### src/rtl/regfile_writeback_pkg.sv
// Shared types and constants for the register-file writeback stage.
// The writeback entry layout is shared so a second writeback port can reuse it.
package regfile_writeback_pkg;

    localparam int unsigned WB_WIDTH = 64;
    localparam int unsigned WB_DEPTH = 5;
    localparam int unsigned WB_CNT_W = 32;

    localparam logic [WB_DEPTH-1:0] REG_ZERO = 5'h0;

    typedef struct packed {
        logic                vld;
        logic [WB_DEPTH-1:0] rd;
        logic [WB_WIDTH-1:0] data;
    } wb_entry_t;

    typedef enum logic [1:0] {
        SRC_NONE,
        SRC_LD,
        SRC_ALU
    } wb_src_e;

    // True when an in-flight entry targets the given read address (x0 never matches).
    function automatic logic wb_hit(
        input logic                vld,
        input logic [WB_DEPTH-1:0] rd,
        input logic [WB_DEPTH-1:0] rs
    );
        return vld && (rd == rs) && (rs != REG_ZERO);
    endfunction

endpackage

### src/rtl/regfile_scoreboard.sv
// Pending-write scoreboard: one bit per architectural register, two lookup ports.
// A register being retired this cycle reports not-busy because the bypass serves it.
module regfile_scoreboard
    import regfile_writeback_pkg::*;
#(
    parameter int unsigned DEPTH = WB_DEPTH
) (
    input  logic             clk,
    input  logic             rst_n,
    input  logic             set_en,
    input  logic [DEPTH-1:0] set_rd,
    input  logic             clr_en,
    input  logic [DEPTH-1:0] clr_rd,
    input  logic [DEPTH-1:0] rs_a,
    input  logic [DEPTH-1:0] rs_b,
    output logic             busy_a,
    output logic             busy_b
);

    localparam int unsigned NREG = 1 << DEPTH;

    logic [NREG-1:0] pending;
    logic [NREG-1:0] pending_nxt;

    // Clear first, then set, so a newer producer issued in the retire cycle stays outstanding.
    always_comb begin
        pending_nxt = pending;
        if (clr_en) begin
            pending_nxt[clr_rd] = 1'b0;
        end
        if (set_en && (set_rd != '0)) begin
            pending_nxt[set_rd] = 1'b1;
        end
        pending_nxt[0] = 1'b0;
    end

    always_ff @(posedge clk) begin
        if (!rst_n) begin
            pending <= '0;
        end else begin
            pending <= pending_nxt;
        end
    end

    always_comb begin
        busy_a = pending[rs_a] & ~(clr_en & (clr_rd == rs_a));
        busy_b = pending[rs_b] & ~(clr_en & (clr_rd == rs_b));
    end

endmodule

### src/rtl/regfile_writeback.sv
// Writeback stage for the 32-entry register file: load/ALU arbitration, one-entry
// stage register, write port, operand bypass, pending-write scoreboard and retire counter.
module regfile_writeback
    import regfile_writeback_pkg::*;
#(
    parameter int unsigned WIDTH = WB_WIDTH,
    parameter int unsigned DEPTH = WB_DEPTH,
    parameter int unsigned CNT_W = WB_CNT_W
) (
    input  logic             clk_i,
    input  logic             rst_ni,
    input  logic             ld_valid_i,
    input  logic [DEPTH-1:0] ld_rd_i,
    input  logic [WIDTH-1:0] ld_data_i,
    output logic             ld_ready_o,
    input  logic             alu_valid_i,
    input  logic [DEPTH-1:0] alu_rd_i,
    input  logic [WIDTH-1:0] alu_data_i,
    output logic             alu_ready_o,
    input  logic             iss_valid_i,
    input  logic [DEPTH-1:0] iss_rd_i,
    input  logic [DEPTH-1:0] rs_a_i,
    input  logic [DEPTH-1:0] rs_b_i,
    input  logic [WIDTH-1:0] rf_data_a_i,
    input  logic [WIDTH-1:0] rf_data_b_i,
    output logic [WIDTH-1:0] fwd_a_o,
    output logic [WIDTH-1:0] fwd_b_o,
    output logic             busy_a_o,
    output logic             busy_b_o,
    output logic             wr_en_o,
    output logic [DEPTH-1:0] addr_wr_o,
    output logic [WIDTH-1:0] data_wr_o,
    output logic [CNT_W-1:0] wr_count_o
);

    wb_entry_t        wb;
    wb_src_e          src;
    logic             wr_en;
    logic [CNT_W-1:0] count;

    // Load path has fixed priority; the ALU is only accepted when no load is offered.
    assign ld_ready_o  = rst_ni;
    assign alu_ready_o = rst_ni & ~ld_valid_i;

    always_comb begin
        src = SRC_NONE;
        if (ld_valid_i && ld_ready_o) begin
            src = SRC_LD;
        end else if (alu_valid_i && alu_ready_o) begin
            src = SRC_ALU;
        end
    end

    always_ff @(posedge clk_i) begin
        if (!rst_ni) begin
            wb <= '0;
        end else begin
            case (src)
                SRC_LD: begin
                    wb.vld  <= 1'b1;
                    wb.rd   <= ld_rd_i;
                    wb.data <= ld_data_i;
                end
                SRC_ALU: begin
                    wb.vld  <= 1'b1;
                    wb.rd   <= alu_rd_i;
                    wb.data <= alu_data_i;
                end
                default: begin
                    wb.vld <= 1'b0;
                end
            endcase
        end
    end

    // Reset gates the write so a held result is dropped rather than committed on the reset edge.
    assign wr_en     = rst_ni & wb.vld & (wb.rd != REG_ZERO);
    assign wr_en_o   = wr_en;
    assign addr_wr_o = wb.rd;
    assign data_wr_o = wb.data;

    always_ff @(posedge clk_i) begin
        if (!rst_ni) begin
            count <= '0;
        end else if (wr_en) begin
            count <= count + CNT_W'(1);
        end
    end

    assign wr_count_o = count;

    // The register file returns the old value until the edge, so the stage entry wins.
    always_comb begin
        fwd_a_o = wb_hit(wb.vld, wb.rd, rs_a_i) ? wb.data : rf_data_a_i;
        fwd_b_o = wb_hit(wb.vld, wb.rd, rs_b_i) ? wb.data : rf_data_b_i;
    end

    regfile_scoreboard #(
        .DEPTH(DEPTH)
    ) u_scoreboard (
        .clk   (clk_i),
        .rst_n (rst_ni),
        .set_en(iss_valid_i),
        .set_rd(iss_rd_i),
        .clr_en(wr_en),
        .clr_rd(wb.rd),
        .rs_a  (rs_a_i),
        .rs_b  (rs_b_i),
        .busy_a(busy_a_o),
        .busy_b(busy_b_o)
    );

endmodule

### config.mk
export PLATFORM = sky130hd
export DESIGN_NAME = regfile_writeback
export DESIGN_NICKNAME = d
export VERILOG_FILES = /design/src/rtl/regfile_writeback_pkg.sv /design/src/rtl/regfile_scoreboard.sv /design/src/rtl/regfile_writeback.sv
export SDC_FILE = /design/constraint.sdc
export NUM_CORES = 1
export LEC_CHECK = 0
export BUFFER_PORTS_ARGS = -buffer_cell sky130_fd_sc_hd__buf_2
export CAP_MARGIN = 0
export CORE_AREA = 8 8 196 198
export CTS_CLUSTER_DIAMETER = 30
export DETAILED_ROUTE_END_ITERATION = 10
export DIE_AREA = 0 0 204 206
export SKIP_CTS_REPAIR_TIMING = 1
export SYNTH_ARGS = -nofsm -noshare
export SYNTH_HDL_FRONTEND = slang
export SYNTH_SLANG_ARGS = --single-unit
### constraint.sdc
create_clock -name clk_i -period 2.7 [get_ports clk_i]
set_clock_uncertainty 0.2 [all_clocks]
set_input_delay 0.405 -clock clk_i [delete_from_list [all_inputs] [get_ports clk_i]]
set_output_delay 0.405 -clock clk_i [all_outputs]
set_load 0.05 [all_outputs]
==> results.yml <==
outcome:
  status: "finished with violations"
  violations: "negative setup slack"
clock_tree:
  cts_buffers: 17
  cts.clk_slew.worst_paths_ns: 0.07
  clk_latency_ns: 0.42
  cts_tree: "built"
  htreeDepth: 4
  clkSinkCount: 133
  clockBufferDepth: 2
  root_buffer: "clkbuf_16"
grt:
  antenna_found_initial: 6
  globalRoute.totalOverflow: 0
  grt_max_degree: 61
  grt_pass1_vias: 9575
  grtUsageTotal_pct: 16.6
  use_met1_pct: 19.9
  use_met3_pct: 5.63
  gr-max-usage-layer: "met2"
  use_met2_pct: 26.7
  grt_first_pass_wirelength_um: 54700
yosys:
  ys.flop_type: "dfxtp_1"
  synth_edf_count: 0
  syn_inst: 1028
  synth_top_area_share_pct: 30.6
  synthTopCellsByArea: "dfxtp_1 (31%), mux2_2 (17%), mux2i_1 (9.3%)"
  yosysTopAreaCell: "dfxtp_1"
  ys_seq_area_share_pct: 30.6
  syn_nets: 1315
  synth-seq-cells: 133
  yosysWarningCount: 0
  yosysUniqueCellTypes: 51
  synth_area_um2: 8710
  avgSynthCellArea_um2: 8.47
  async_reset_ff_share_pct: 0
worst_setup_path:
  crit_required_ns: 2.10
  arrival_ns: 2.50
  timing.rr.end: "wr_count_o[27]$_SDFFE_PN0N_"
  cp.buffers_inverters: 3
  path_cells: "buf_6 -> xor2_2 -> nor3_2 -> o311a_4 -> buf_16 -> mux2_2 -> buf_2"
  crit_type: "reg2out"
  path_delay_family: "buffers and inverters"
  reg2reg_slack_ns: 0.28
  r2r_cells: 7
  regToRegStartpoint: "addr_wr_o[3]$_SDFFE_PN0P_"
  startpoint: "addr_wr_o[1]$_SDFFE_PN0P_"
  critPathLaunchType: "flip-flop"
  critPathCaptureType: "output pin"
  slowest_stage: "mux2_2"
  cp_max_fo: 36
  cp_slowest_stage_delay_ns: 0.37
place:
  dp.cells: 1912
  place_area_um2: 11600
  place_ws_ns: -0.0777
  place_congestion: 0.904
  portBuffers: 519
  hpwl_um: 30200
run:
  drv_cap: 0
pwr:
  power_mw: 6.48
  power_leakage_nw: 5.70
  pwr-share-comb_pct: 27.3
  p_int_mw: 4.21
  seqPwrFrac_pct: 33.0
  vdd_drop_max_mv: 0.384
  pwr_density_cell_nw_per_um2: 522
  switching_power_mw: 2.26
  clkPwrFrac_pct: 39.7
  switching_share_pct: 35.0
detailed_routing:
  drtAntennaViolNets: 0
  vias_per_cell: 4.73
  wl_um: 38200
  via_count: 9245
  drtIter0Drc: 491
  dr.pass1.iters: 7
  drc: 0
  wl_per_cell_um: 19.6
sta:
  whs_ns: 0.0144
  maxSlewHeadroom_pct: 49.4
  slew_viol_final: 0
  fin_tns_setup_ns: -45.46
  setup_viol: 130
  worst_slack_ns: -0.405
  hold_viol_final: 0
  tightest_slew_ns: 0.757
  period_share_pct: 115
  clock.fmax_mhz: 322
  timing.final.crit_period_ns: 3.10
  rsz0062_at_grt: "true"
floorplan:
  die_y_um: 206
  rows: 69
  die_area_um2: 42000
  ios: 520
  core_area_um2: 35200
  initial_core_util_pct: 24.7
  die_w_um: 204
cells_and_area:
  syn2layout_area_growth_pct: 42.6
  fin_cells: 1955
  drive_above_1_share_pct: 51.6
  fin_util_pct: 35.3
  nets: 1763
  fin_area_um2: 12400
worst_hold_path:
  worstHoldStart: "ld_data_i[57]"
  hold_path_end: "data_wr_o[57]$_SDFFE_PN0P_"
  hold_path.class: "in2reg"
  min_path_cells: 3
-- area by class of cell --
type	instances	area, µm²
fillers	3643	22800
multi-input cells	745	5250
repair buffers	568	3230
flip-flops and latches	133	2670
well taps	461	577
clock buffers	18	439
clock inverters	13	194
inverters	11	48.8
diodes	6	15.0
-- worst max-delay path by stage --
| stage | end | slack, ns | depth (start not counted) |
|---|---|---|---|
| after floorplan | fwd_a_o[10] | -0.06 | 8 |
| after global placement | fwd_b_o[54] | -0.06 | 8 |
| after detailed placement | fwd_b_o[54] | -0.08 | 8 |
| after CTS | fwd_b_o[54] | -0.45 | 7 |
| after global routing | fwd_b_o[0] | -0.49 | 7 |
| final | fwd_a_o[47] | -0.40 | 7 |
-- layout by cell type, fill, tap and decap left out, drive strengths merged, types with 8 or more instances in the layout --
master and instances:
nor4 8, clkbuf 20, nand3 19, mux4 8, nand4 9, buf 566, or3 14, xor2 9
nor3 11, nor2 170, xnor2 19, inv 16, dfxtp 133, nand2 54, mux2i 81, o21ai 44
mux2 132, a21oi 112
-- synth_stat cells (9+ instances only) --
cell,n
nor2_1,170
dfxtp_1,133
mux2_2,132
a21oi_1,112
buf_4,82
mux2i_1,81
nand2_1,54
o21ai_0,43
clkbuf_1,39
nand3_1,19
xnor2_1,19
nor3_1,11
buf_2,9
inv_1,9
xor2_1,9
-- flip-flops by register name (all words and copies together), names as in the netlist --
name and count:
data_wr_o 64, wr_count_o 32, u_scoreboard.pending 31, addr_wr_o 5, wb 1
-- power by group through the flow --
stage,clock network (mW),registers (mW),logic (mW)
after detailed placement,0,2.18,1.74
after global routing,2.74,2.15,1.87
after CTS,2.66,2.14,1.75
after global placement,0,2.18,1.73
final,2.57,2.14,1.77
after floorplan,0,2.14,1.28
-- logic make-up after synthesis --
family / after synthesis / synth area share, %
AOI/OAI and AO/OA: 178 / 11.3
xor gates and xnor gates: 28 / 2.82
adders and majority gates: 1 / 0.144
buffers and inverters: 150 / 10.2
DFF: 133 / 30.6
muxes: 221 / 28.4
and+or+nand+nor: 317 / 16.6
-- layer usage --
layer	vias to the layer above	part of all wire [%]
met5	-	0.068
met4	4	2.8
met3	46	11
met2	495	47
met1	4266	40
li1	4434	-
-- worst register-to-register path, stage by stage, from the launching register on --
cell       delay [ns]
dfxtp_2          0.38
buf_6            0.19
or4_4            0.17
buf_4            0.13
o2111ai_1        0.20
or3_4            0.46
or4_1            0.48
a21oi_1          0.15
(Power assumes the default switching activity.)
